--- src/rtl/pipe_pkg.sv ---
// Shared defaults for the arithmetic pipeline and its consumers, so that
// data width and latency stay the same on both sides.
package pipe_pkg;

  localparam int DATA_W   = 10;
  localparam int PIPE_LAT = 3;
  localparam int GRP_K    = 4;

  // Width of a K-result group total that can never wrap.
  function automatic int sum_w(input int n, input int k);
    return n + $clog2(k);
  endfunction

endpackage

--- src/rtl/pipe_acc_if.sv ---
// Valid/ready channel carrying completed group totals out of pipe_acc.
interface pipe_acc_if #(
  parameter int SW = 12
);

  logic [SW-1:0] sum_out;
  logic          sum_valid;
  logic          sum_ready;

  modport master (
    output sum_out,
    output sum_valid,
    input  sum_ready
  );

  modport slave (
    input  sum_out,
    input  sum_valid,
    output sum_ready
  );

endinterface

--- src/rtl/pipe_vdly.sv ---
// LAT-deep issue-aligned delay line; dout marks the cycle whose pipeline
// output belongs to an issued operand set.
module pipe_vdly
  import pipe_pkg::*;
#(
  parameter int LAT = PIPE_LAT
) (
  input  logic clk,
  input  logic rst_n,
  input  logic clear,
  input  logic din,
  output logic dout
);

  logic [LAT-1:0] v_r;

  // Shift register: stage 0 captures din, each later stage copies its predecessor.
  always_ff @(posedge clk or negedge rst_n) begin
    if (!rst_n) begin
      v_r <= {LAT{1'b0}};
    end else if (clear) begin
      v_r <= {LAT{1'b0}};
    end else begin
      v_r[0] <= din;
      for (int i = 1; i < LAT; i++) begin
        v_r[i] <= v_r[i-1];
      end
    end
  end

  assign dout = v_r[LAT-1];

endmodule

--- src/rtl/pipe_acc.sv ---
// Group accumulator behind the non-stallable pipeline: sums every K valid
// results and presents each total on a valid/ready port with sticky overflow.
module pipe_acc
  import pipe_pkg::*;
#(
  parameter int  N   = DATA_W,
  parameter int  LAT = PIPE_LAT,
  parameter int  K   = GRP_K,
  localparam int SW  = sum_w(N, K),
  localparam int CW  = $clog2(K)
) (
  input  logic          clk,
  input  logic          rst_n,
  input  logic          issue,
  input  logic [N-1:0]  f,
  input  logic          clear,
  output logic [CW-1:0] grp_cnt,
  output logic          overflow,
  pipe_acc_if.master    sum_if
);

  localparam logic [CW-1:0] LAST_CNT = CW'(K - 1);

  logic          take_s;
  logic          complete_s;
  logic          accept_s;
  logic [SW-1:0] total_s;

  logic [SW-1:0] acc_r,       acc_s;
  logic [CW-1:0] grp_cnt_r,   grp_cnt_s;
  logic [SW-1:0] sum_out_r,   sum_out_s;
  logic          sum_valid_r, sum_valid_s;
  logic          overflow_r,  overflow_s;

  pipe_vdly #(
    .LAT (LAT)
  ) u_vdly (
    .clk   (clk),
    .rst_n (rst_n),
    .clear (clear),
    .din   (issue),
    .dout  (take_s)
  );

  assign total_s    = acc_r + SW'(f);
  assign complete_s = take_s && (grp_cnt_r == LAST_CNT);
  assign accept_s   = sum_valid_r && sum_if.sum_ready;

  // Next-state for the accumulator (ACCUM) and the output holding register (HOLD).
  always_comb begin
    acc_s       = acc_r;
    grp_cnt_s   = grp_cnt_r;
    sum_out_s   = sum_out_r;
    sum_valid_s = sum_valid_r;
    overflow_s  = overflow_r;

    if (complete_s) begin
      acc_s     = {SW{1'b0}};
      grp_cnt_s = {CW{1'b0}};
    end else if (take_s) begin
      acc_s     = total_s;
      grp_cnt_s = grp_cnt_r + CW'(1);
    end else begin
      acc_s     = acc_r;
      grp_cnt_s = grp_cnt_r;
    end

    // A slot is free for the new total if empty or being drained this edge.
    if (complete_s) begin
      if (!sum_valid_r || sum_if.sum_ready) begin
        sum_out_s   = total_s;
        sum_valid_s = 1'b1;
      end else begin
        overflow_s  = 1'b1;
      end
    end else if (accept_s) begin
      sum_valid_s = 1'b0;
    end else begin
      sum_valid_s = sum_valid_r;
    end
  end

  // State registers; clear flushes everything and overrides take and accept.
  always_ff @(posedge clk or negedge rst_n) begin
    if (!rst_n) begin
      acc_r       <= {SW{1'b0}};
      grp_cnt_r   <= {CW{1'b0}};
      sum_out_r   <= {SW{1'b0}};
      sum_valid_r <= 1'b0;
      overflow_r  <= 1'b0;
    end else if (clear) begin
      acc_r       <= {SW{1'b0}};
      grp_cnt_r   <= {CW{1'b0}};
      sum_out_r   <= {SW{1'b0}};
      sum_valid_r <= 1'b0;
      overflow_r  <= 1'b0;
    end else begin
      acc_r       <= acc_s;
      grp_cnt_r   <= grp_cnt_s;
      sum_out_r   <= sum_out_s;
      sum_valid_r <= sum_valid_s;
      overflow_r  <= overflow_s;
    end
  end

  assign grp_cnt          = grp_cnt_r;
  assign overflow         = overflow_r;
  assign sum_if.sum_out   = sum_out_r;
  assign sum_if.sum_valid = sum_valid_r;

endmodule

--- src/flat_wrapper.sv ---
// flat-port wrapper written by rule: the top's interface ports become plain ports
module pipe_acc_flat import pipe_pkg::*;
#(
  parameter int  N   = DATA_W,
  parameter int  LAT = PIPE_LAT,
  parameter int  K   = GRP_K,
  localparam int SW  = sum_w(N, K),
  localparam int CW  = $clog2(K)
)
  (clk, rst_n, issue, f, clear, grp_cnt, overflow, sum_if_sum_out, sum_if_sum_valid, sum_if_sum_ready);
  pipe_acc_if sum_if_i ();
  input  logic clk;
  input  logic rst_n;
  input  logic issue;
  input  logic [N-1:0] f;
  input  logic clear;
  output logic [CW-1:0] grp_cnt;
  output logic overflow;
  output wire logic [$bits(sum_if_i.sum_out)-1:0] sum_if_sum_out;
  output wire logic [$bits(sum_if_i.sum_valid)-1:0] sum_if_sum_valid;
  input wire logic [$bits(sum_if_i.sum_ready)-1:0] sum_if_sum_ready;
  assign sum_if_sum_out = sum_if_i.sum_out;
  assign sum_if_sum_valid = sum_if_i.sum_valid;
  assign sum_if_i.sum_ready = sum_if_sum_ready;
  pipe_acc #(.N(N), .LAT(LAT), .K(K)) u_core (.clk(clk), .rst_n(rst_n), .issue(issue), .f(f), .clear(clear), .grp_cnt(grp_cnt), .overflow(overflow), .sum_if(sum_if_i));
endmodule
--- config.mk ---
export PLATFORM = sky130hd
export DESIGN_NAME = pipe_acc_flat
export DESIGN_NICKNAME = d
export VERILOG_FILES = /design/src/rtl/pipe_pkg.sv /design/src/rtl/pipe_acc_if.sv /design/src/rtl/pipe_vdly.sv /design/src/rtl/pipe_acc.sv /design/src/flat_wrapper.sv
export SDC_FILE = /design/constraint.sdc
export NUM_CORES = 1
export LEC_CHECK = 0
export CAP_MARGIN = 20
export CELL_PAD_IN_SITES_DETAIL_PLACEMENT = 0
export CELL_PAD_IN_SITES_GLOBAL_PLACEMENT = 1
export CORE_MARGIN = 2
export CORE_UTILIZATION = 43
export CTS_CLUSTER_DIAMETER = 60
export DETAILED_ROUTE_END_ITERATION = 10
export PLACE_DENSITY = 0.95
export SLEW_MARGIN = 10
export SYNTH_ARGS = -nofsm -noshare
export SYNTH_HDL_FRONTEND = slang
export SYNTH_SLANG_ARGS = --single-unit
--- constraint.sdc ---
create_clock -name clk -period 3.49 [get_ports clk]
set_clock_uncertainty 0.1 [all_clocks]
set_input_delay 0.698 -clock clk [delete_from_list [all_inputs] [get_ports clk]]
set_output_delay 0.698 -clock clk [all_outputs]
set_load 0.1 [all_outputs]
==> results of run 1 <==
## through the flow
step                setup slack [ns]  power [uW]
global placement               0.637         462
global route                   0.755         777
CTS                            0.903         753
finish                         0.877         743
detailed placement             0.616         463
floorplan                       1.15         424
## worst max-delay path, stage by stage
cell,delay [ns]
clkdlybuf4s50_1,0.41
ha_1,0.25
fa_1,0.45
a211oi_1,0.30
o21ai_2,0.13
a31oi_1,0.23
a21oi_1,0.10
o21ai_0,0.17
## final cells by class
type	instances	area share, %
clock inverter	3	0.931
inverter	3	0.524
sequential	31	36.1
multi-input combinational	136	42.8
tap	50	2.91
clock buffer	5	3.20
timing repair buffer	34	13.5
## power groups by stage
stage               sequential [uW]  clock, uW  combinational [uW]
floorplan                       376          0                47.8
global placement                374          0                88.6
detailed placement              374          0                89.7
CTS                             367        295                90.4
global route                    367        310                 100
finish                          367        286                89.7
## placed cells by master, fill, tap and decap left out, types with 3 or more instances in the layout
master / instances
clkdlybuf4s50_1: 14
xnor2_1: 4
mux2i_1: 4
inv_1: 3
nor2_1: 7
nand2_1: 28
xor2_1: 5
buf_4: 20
nand3_1: 7
clkbuf_8: 5
nor2b_1: 4
o21ai_0: 9
a22o_1: 6
dfrtp_1: 31
ha_1: 11
a21oi_1: 18
## metal layers
metal  wire length (um)  vias up
li1                   -      709
met1               1980      679
met2               1780       32
met3                178        5
met4                 77        0
met5                  0        -
## cell families (layout without fill, tap and decap cells)
kind of cell	count (synthesis)	in the layout	synth area share [%]
buffers and inverters	8	45	1.81
XOR/XNOR	9	9	4.56
multiplexers	4	4	2.32
AO/OA/AOI/OAI	50	50	20.1
adder cells (fa/ha/maj)	12	12	9.12
AND/OR/NAND/NOR	61	61	17.2
flip-flops	31	31	44.9
## sequential cells by signal (all words and copies together), names as in the netlist
register                 count
u_core.acc_r                12
u_core.sum_if.sum_valid      1
u_core.u_vdly.v_r            3
u_core.overflow              1
u_core.grp_cnt               2
u_core.sum_if.sum_out       12
## synth_stat cells (all sizes together), types with 4 or more instances
master / instances / area [um^2]
dfrtp: 31 / 776
nand2: 28 / 105
a21oi: 18 / 90.1
ha: 11 / 138
o21ai: 10 / 53.8
nor2: 8 / 32.5
nand3: 7 / 35.0
a22o: 6 / 52.6
xor2: 5 / 43.8
clkbuf: 4 / 15.0
mux2i: 4 / 40.0
nor2b: 4 / 25.0
xnor2: 4 / 35.0
## final timing paths
kind / slack [ns] / endpoint / from
worst max-delay path: 0.88 / u_core.acc_r[10] / f[0]
worst min-delay path: 0.38 / u_core.u_vdly.v_r[2] / u_core.u_vdly.v_r[1]
worst max register to register: 1.33 / u_core.acc_r[10] / u_core.acc_r[0]
worst min register to register: 0.38 / u_core.u_vdly.v_r[2] / u_core.u_vdly.v_r[1]
max in group asynchronous: 2.30 / u_core.acc_r[6] / rst_n
min in group asynchronous: 0.69 / u_core.u_vdly.v_r[1] / rst_n
==> run_results.csv, run 1 <==
group,metric,value,unit
power_and_ir_drop,p_sw_share,27.3,%
clocking,cts_resized,0,
synthesis,synth_edf_count,0,
power_and_ir_drop,clockPowerShare,38.5,%
timing,holdWs,0.378,ns
synthesis,avgSynthCellArea,9.87,um^2
synthesis,ys_types,40,
power_and_ir_drop,p_leak,0.000997,uW
synthesis,syn_area,1730,um^2
drt,dr.pass1.iters,4,
clocking,htreeDepth,2,
global_routing,grt_max_degree,32,
layout,nFillCells,363,
setup_path,crit_type,"in -> reg",
global_routing,use_met3,5.33,%
run_status,status,"finished, final reports clean",
timing,hold_violations,0,
timing,setup_viol_count_final,0,
global_routing,grtUsageMet1,29.7,%
power_and_ir_drop,power_frac_comb,12.1,%
floorplan,core_area,3940,um^2
drt,drtAntennaViolNets,0,
clocking,cts_max_path_buffers,2,
setup_path,cp.required,3.60,ns
drt,wl_per_cell,15.4,um
layout,syn2layout_area_growth,24.4,%
timing,fmax,383,MHz
clocking,clock-sinks,31,
timing,tns,0,ns
placed_design,place.gp.congestion,0.829,
power_and_ir_drop,power_density,345,nW/um^2
timing,fin_crit_sh,74.9,%
layout,drive_above_1_share,17.9,%
drt,vias,1425,
job,maxCapViolCount,0,
synthesis,ys_ff_latch,31,
clocking,hold_buffers,0,
synthesis,syn_inst,175,
setup_path,cp_max_fo,4,
setup_path,r2r_cells,7,
floorplan,num_rows,23,
placed_design,place_area,2060,um^2
layout,nets,238,
layout,seq_area,776,um^2
placed_design,dpl.hpwl,2.82,mm
power_and_ir_drop,seqPwrFrac,49.4,%
power_and_ir_drop,p_switching,203,uW
timing,slew_violations,0,
synthesis,ys_async_sr_fraction,100,%
global_routing,grt.total_usage,20.9,%
floorplan,fp.dieArea,4540,um^2
timing,tightest_slew,0.636,ns
global_routing,grt_pass1_wl,6.78,mm
layout,final_util,54.5,%
clocking,cts_setup_buffers,0,
setup_path,critPathArrivalTime,2.73,ns
layout,n_antenna_cell,0,
placed_design,dpl.cell_count,254,
hold_path,holdPathStages,1,
drt,drt-initial-drc-count,48,
synthesis,yosysWarningCount,0,
clocking,path_clk_slew,0.07,ns
synthesis,yosysSeqAreaShare,44.9,%
global_routing,antenna_found_initial,0,
timing,grt_setup_unrepaired,"false",
setup_path,critPathCaptureType,"flip-flop",
synthesis,synth_ff_type,"dfrtp_1",
drt,drc,0,
placed_design,numPortBuffers,30,
timing,maxSlewHeadroom,57.4,%
floorplan,die_h,67.4,um
power_and_ir_drop,intPower,540,uW
global_routing,grt-ovfl-total,0,
layout,design_area,2150,um^2
clocking,clk_latency,0.29,ns
clocking,cts_root_buf,"clkbuf_8",
synthesis,synthesis.nets,202,
global_routing,first_global_vias,1412,
layout,final-instance-count-excl-fill,262,
global_routing,grt_busiest_layer,"met1",
power_and_ir_drop,peakVddDrop,286,uV
drt,wirelength,4.02,mm
global_routing,use_met2,29.1,%
floorplan,dieWidth,67.4,um
timing,fin_crit,2.61,ns
drt,drt-vias-per-instance,5.44,
hold_path,hp-class,"reg -> reg",
clocking,cts_buffers,5,
setup_path,cp-start-kind,"primary input",
floorplan,io_pins,31,
layout,multi_input_area,921,um^2
floorplan,start_util,43.8,%
clocking,cts_tree,"yes",
(Power assumes the default switching activity.)
==> inputs of run 2 (changes only) <==
Settings changed: CORE_UTILIZATION 43 to 40, PLACE_DENSITY 0.95 to 0.91.
Clock period 3.49 ns to 2.5 ns, I/O delays scaled along.
==> run_results.csv, run 2 (synthesis results as in run 1) <==
group,metric,value,unit
global_routing,use_met2,28.2,%
timing,fin_crit,2.33,ns
clocking,cts_resized,0,
drt,wirelength,4.02,mm
timing,tightest_slew,0.950,ns
placed_design,place.gp.congestion,0.836,
setup_path,cp_max_fo,4,
timing,grt_setup_unrepaired,"false",
floorplan,fp.dieArea,4860,um^2
global_routing,use_met3,4.65,%
timing,slew_violations,0,
drt,wl_per_cell,14.8,um
layout,multi_input_area,921,um^2
global_routing,antenna_found_initial,0,
clocking,hold_buffers,0,
floorplan,core_area,4090,um^2
floorplan,io_pins,31,
clocking,path_clk_slew,0.07,ns
clocking,cts_buffers,5,
power_and_ir_drop,power_density,552,nW/um^2
drt,dr.pass1.iters,4,
drt,drc,0,
layout,drive_above_1_share,21.6,%
timing,maxSlewHeadroom,36.4,%
clocking,clock-sinks,31,
timing,hold_violations,0,
global_routing,first_global_vias,1486,
clocking,clk_latency,0.29,ns
floorplan,start_util,42.3,%
drt,vias,1434,
setup_path,crit_type,"in -> reg",
global_routing,grt_busiest_layer,"met2",
global_routing,grt_max_degree,32,
power_and_ir_drop,power,1250,uW
global_routing,grt-ovfl-total,0,
timing,layout_setup_ws,0.172,ns
layout,syn2layout_area_growth,31.5,%
drt,drt-vias-per-instance,5.27,
clocking,cts_setup_buffers,0,
job,maxCapViolCount,0,
clocking,cts_tree,"yes",
layout,layout_commonest_cell,"dfrtp_1",
layout,seq_area,776,um^2
power_and_ir_drop,p_leak,0.00107,uW
floorplan,num_rows,23,
timing,setup_viol_count_final,0,
setup_path,critPathCaptureType,"flip-flop",
timing,fin_crit_sh,93.1,%
placed_design,place_area,2140,um^2
setup_path,critPathArrivalTime,2.44,ns
clocking,cts_max_path_buffers,2,
drt,drt-initial-drc-count,71,
timing,fmax,430,MHz
run_status,status,"finished, final reports clean",
global_routing,grt.total_usage,18.0,%
placed_design,dpl.hpwl,2.86,mm
global_routing,grt_pass1_wl,6.94,mm
setup_path,cp.required,2.61,ns
hold_path,hp-class,"reg -> reg",
layout,nFillCells,403,
timing,tns,0,ns
layout,final_cell_mix,"dfrtp_1, buf_4, nand2_1",
layout,final_util,55.6,%
power_and_ir_drop,peakVddDrop,440,uV
drt,drtAntennaViolNets,0,
placed_design,place_ws,-0.117,ns
placed_design,numPortBuffers,30,
layout,design_area,2270,um^2
floorplan,die_h,69.7,um
setup_path,cp-start-kind,"primary input",
layout,n_antenna_cell,0,
clocking,cts_root_buf,"clkbuf_8",
floorplan,dieWidth,69.7,um
global_routing,grtUsageMet1,24.0,%
clocking,htreeDepth,2,
layout,nets,248,
[run 2: changes by cell type in the layout (fill, tap and decap cells not counted), sizes merged]
cell and delta:
clkinvlp -1, clkinv -1, buf +10, bufinv +2
[run 2: worst max-delay path: stages]
cell and delay [ns]:
clkdlybuf4s50_1 0.40, ha_1 0.22, fa_1 0.41, a211oi_1 0.29
o21ai_2 0.13, a31oi_1 0.22, a21oi_1 0.09, o21ai_0 0.18
[run 2: power breakdown]
group / internal [uW] / leakage (uW) / switching [uW] / total [uW]
sequential: 507 / 0.000430 / 4.41 / 512
combinational: 60.3 / 0.000577 / 73.8 / 134
clock: 398 / 0.0000644 / 210 / 607
total: 965 / 0.00107 / 288 / 1250
[run 2: worst paths after layout]
path / startpoint / depth (start not counted) / slack (ns) / to
max in group asynchronous: rst_n / 2 / 1.51 / u_core.acc_r[1]
hold reg to reg: u_core.u_vdly.v_r[0] / 1 / 0.36 / u_core.u_vdly.v_r[1]
min in group asynchronous: rst_n / 2 / 0.50 / u_core.u_vdly.v_r[0]
setup / recovery: f[0] / 8 / 0.17 / u_core.acc_r[10]
hold / removal: u_core.u_vdly.v_r[0] / 1 / 0.36 / u_core.u_vdly.v_r[1]
setup reg to reg: u_core.acc_r[0] / 7 / 0.42 / u_core.acc_r[10]
[run 2: cell type report]
type,instances,share of cell area (%)
Timing Repair Buffer,44,16.1
Clock inverter,3,2.97
Inverter,3,0.496
Tap cell,50,2.75
Clock buffer,5,3.03
Multi-Input combinational cell,136,40.5
Sequential cell,31,34.1
[run 2: stage by stage]
step / hold WS [ns] / instances
CTS: 0.367 / 272
detailed placement: 0.349 / 264
global route: 0.435 / 272
global placement: 0.342 / 264
floorplan: 0.104 / 175
finish: 0.362 / 272
[run 2: routing by layer]
layer  vias to the layer above  part of all wire (%)
li1                        725                     -
met1                       665                    47
met2                        39                    47
met3                         5                   4.9
met4                         0                   1.6
met5                         -                     0
==> inputs of run 3 (changes only) <==
Settings changed: CORE_UTILIZATION 40 to 48, DONT_BUFFER_PORTS set to 1, PLACE_DENSITY 0.91 to 0.9.
==> run_results.csv, run 3 (synthesis results as in run 1) <==
group,metric,value,unit
run_status,status,"finished, final reports clean",
power_and_ir_drop,clockPowerShare,40.6,%
clocking,cts_tree,"yes",
layout,layout_commonest_cell,"dfrtp_1",
setup_path,cpPeakStageDelay,0.44,ns
setup_path,cp_slowest_cell,"fa_1",
timing,tns,0,ns
global_routing,grt-ovfl-total,0,
clocking,clk_latency,0.34,ns
timing,slew_violations,0,
floorplan,num_rows,21,
timing,layout_setup_ws,0.302,ns
setup_path,cp.required,2.67,ns
drt,wirelength,3.96,mm
setup_path,path_cells,"ha_1 -> fa_1 -> a211oi_1 -> o21ai_2 -> a31oi_1 -> a21oi_1 -> o21ai_0",
clocking,cts_buffers,5,
placed_design,place_ws,0.190,ns
drt,vias,1412,
hold_path,hp-class,"in -> reg",
power_and_ir_drop,peakVddDrop,320,uV
drt,dr.pass1.iters,5,
power_and_ir_drop,power_density,512,nW/um^2
clocking,htreeDepth,2,
clocking,cts_max_path_buffers,2,
setup_path,cp-start-kind,"flip-flop",
timing,tightest_slew,0.896,ns
layout,n_antenna_cell,0,
clocking,path_clk_slew,0.11,ns
floorplan,fp.dieArea,4100,um^2
drt,drtAntennaViolNets,0,
timing,hold_violations,0,
drt,wl_per_cell,16.3,um
power_and_ir_drop,p_leak,0.000949,uW
floorplan,io_pins,31,
floorplan,dieWidth,64,um
global_routing,grt.total_usage,21.6,%
global_routing,first_global_vias,1476,
timing,fin_crit,2.20,ns
floorplan,core_area,3390,um^2
power_and_ir_drop,p_switching,249,uW
layout,syn2layout_area_growth,16.3,%
clocking,cts_root_buf,"clkbuf_4",
global_routing,use_met2,34.0,%
global_routing,antenna_found_initial,0,
power_and_ir_drop,power_frac_comb,9.7,%
setup_path,cp_max_fo,4,
global_routing,grt_busiest_layer,"met2",
job,maxCapViolCount,0,
setup_path,crit_type,"reg -> reg",
power_and_ir_drop,p_sw_share,24.2,%
timing,setup_viol_count_final,0,
placed_design,dpl.hpwl,2.86,mm
timing,fmax,455,MHz
global_routing,grt_max_degree,32,
global_routing,use_met3,7.04,%
drt,drc,0,
global_routing,grtUsageMet1,27.8,%
power_and_ir_drop,intPower,780,uW
drt,drt-initial-drc-count,57,
timing,maxSlewHeadroom,40.3,%
clocking,clock-sinks,31,
floorplan,die_h,64,um
layout,nets,223,
layout,drive_above_1_share,18.3,%
floorplan,start_util,51.0,%
power_and_ir_drop,seqPwrFrac,49.7,%
drt,drt-vias-per-instance,5.81,
setup_path,critPathCaptureType,"flip-flop",
placed_design,place.gp.congestion,0.847,
timing,fin_crit_sh,87.9,%
timing,grt_setup_unrepaired,"false",
global_routing,grt_pass1_wl,6.82,mm
setup_path,critPathArrivalTime,2.36,ns
layout,final_cell_mix,"dfrtp_1, nand2_1, a21oi_1",
placed_design,numPortBuffers,0,
==> run 3: cell count changes in the layout (fill, tap and decap cells not counted) <==
cell and change:
buf_12 +1, buf_4 -13, bufinv_16 -1, clkbuf_4 +5
clkbuf_8 -4, clkdlybuf4s50_1 -14, clkinv_2 +1, clkinvlp_4 -1
dlygate4sd3_1 +1
==> run 3: path summary, 6_finish.rpt <==
check / startpoint / to / slack (ns) / cells after the start
max: u_core.acc_r[0] / u_core.acc_r[10] / 0.30 / 7
min: clear / u_core.sum_if.sum_out[4] / 0.12 / 1
max reg2reg: u_core.acc_r[0] / u_core.acc_r[10] / 0.30 / 7
min reg2reg: u_core.u_vdly.v_r[1] / u_core.u_vdly.v_r[2] / 0.37 / 1
max in group asynchronous: rst_n / u_core.sum_if.sum_out[11] / 1.63 / 2
min in group asynchronous: rst_n / u_core.sum_if.sum_out[10] / 0.49 / 2
==> run 3: cell type report <==
class                           count  area (um^2)
Fill cell                         294         1380
Multi-Input combinational cell    136          921
Sequential cell                    31          776
Timing Repair Buffer               19          158
Tap cell                           46         57.6
Clock buffer                        6         51.3
Clock inverter                      2         35.0
Inverter                            3         11.3
==> run 3: per-layer routing <==
layer | part of all wire (%) | routed length [um] | vias up
met5 | 0 | 0 | -
met4 | 1.8 | 70 | 0
met3 | 6.2 | 245 | 8
met2 | 46 | 1840 | 39
met1 | 46 | 1810 | 684
li1 | - | - | 681
==> run 3: timing repair <==
item / 4_1_cts / 5_1_grt
resized for setup: 0 / 0
endpoints found under the hold margin: 31 / 0
buffers inserted: 0 / 0
hold buffers: 2 / 0
==> run 3: power by group through the flow <==
stage	clock network, uW	registers (uW)	logic (uW)
2_1_floorplan	0	524	66.8
3_3_place_gp	0	521	82.6
3_5_place_dp	0	521	83.8
4_1_cts	426	511	99.5
5_1_grt	447	513	110
6_report	418	511	99.6
==> run 3: worst max-delay path: cells and delay by family, from the launching register on <==
| kind | cells | cell delay, ns |
|---|---|---|
| AOI/OAI and AO/OA | 5 | 0.97 |
| adders and majority gates | 2 | 0.68 |
| DFF | 1 | 0.40 |
==> run 3: stage by stage <==
step	hold slack, ns	std cells	utilization (%)	instance area [um^2]	power, uW
floorplan	0.104	175	-	1730	591
global placement	0.105	233	55.9	1890	604
global route	0.0989	243	59.3	2010	1070
detailed placement	0.106	233	55.9	1890	605
CTS	0.102	243	59.3	2010	1040
finish	0.120	243	59.3	2010	1030
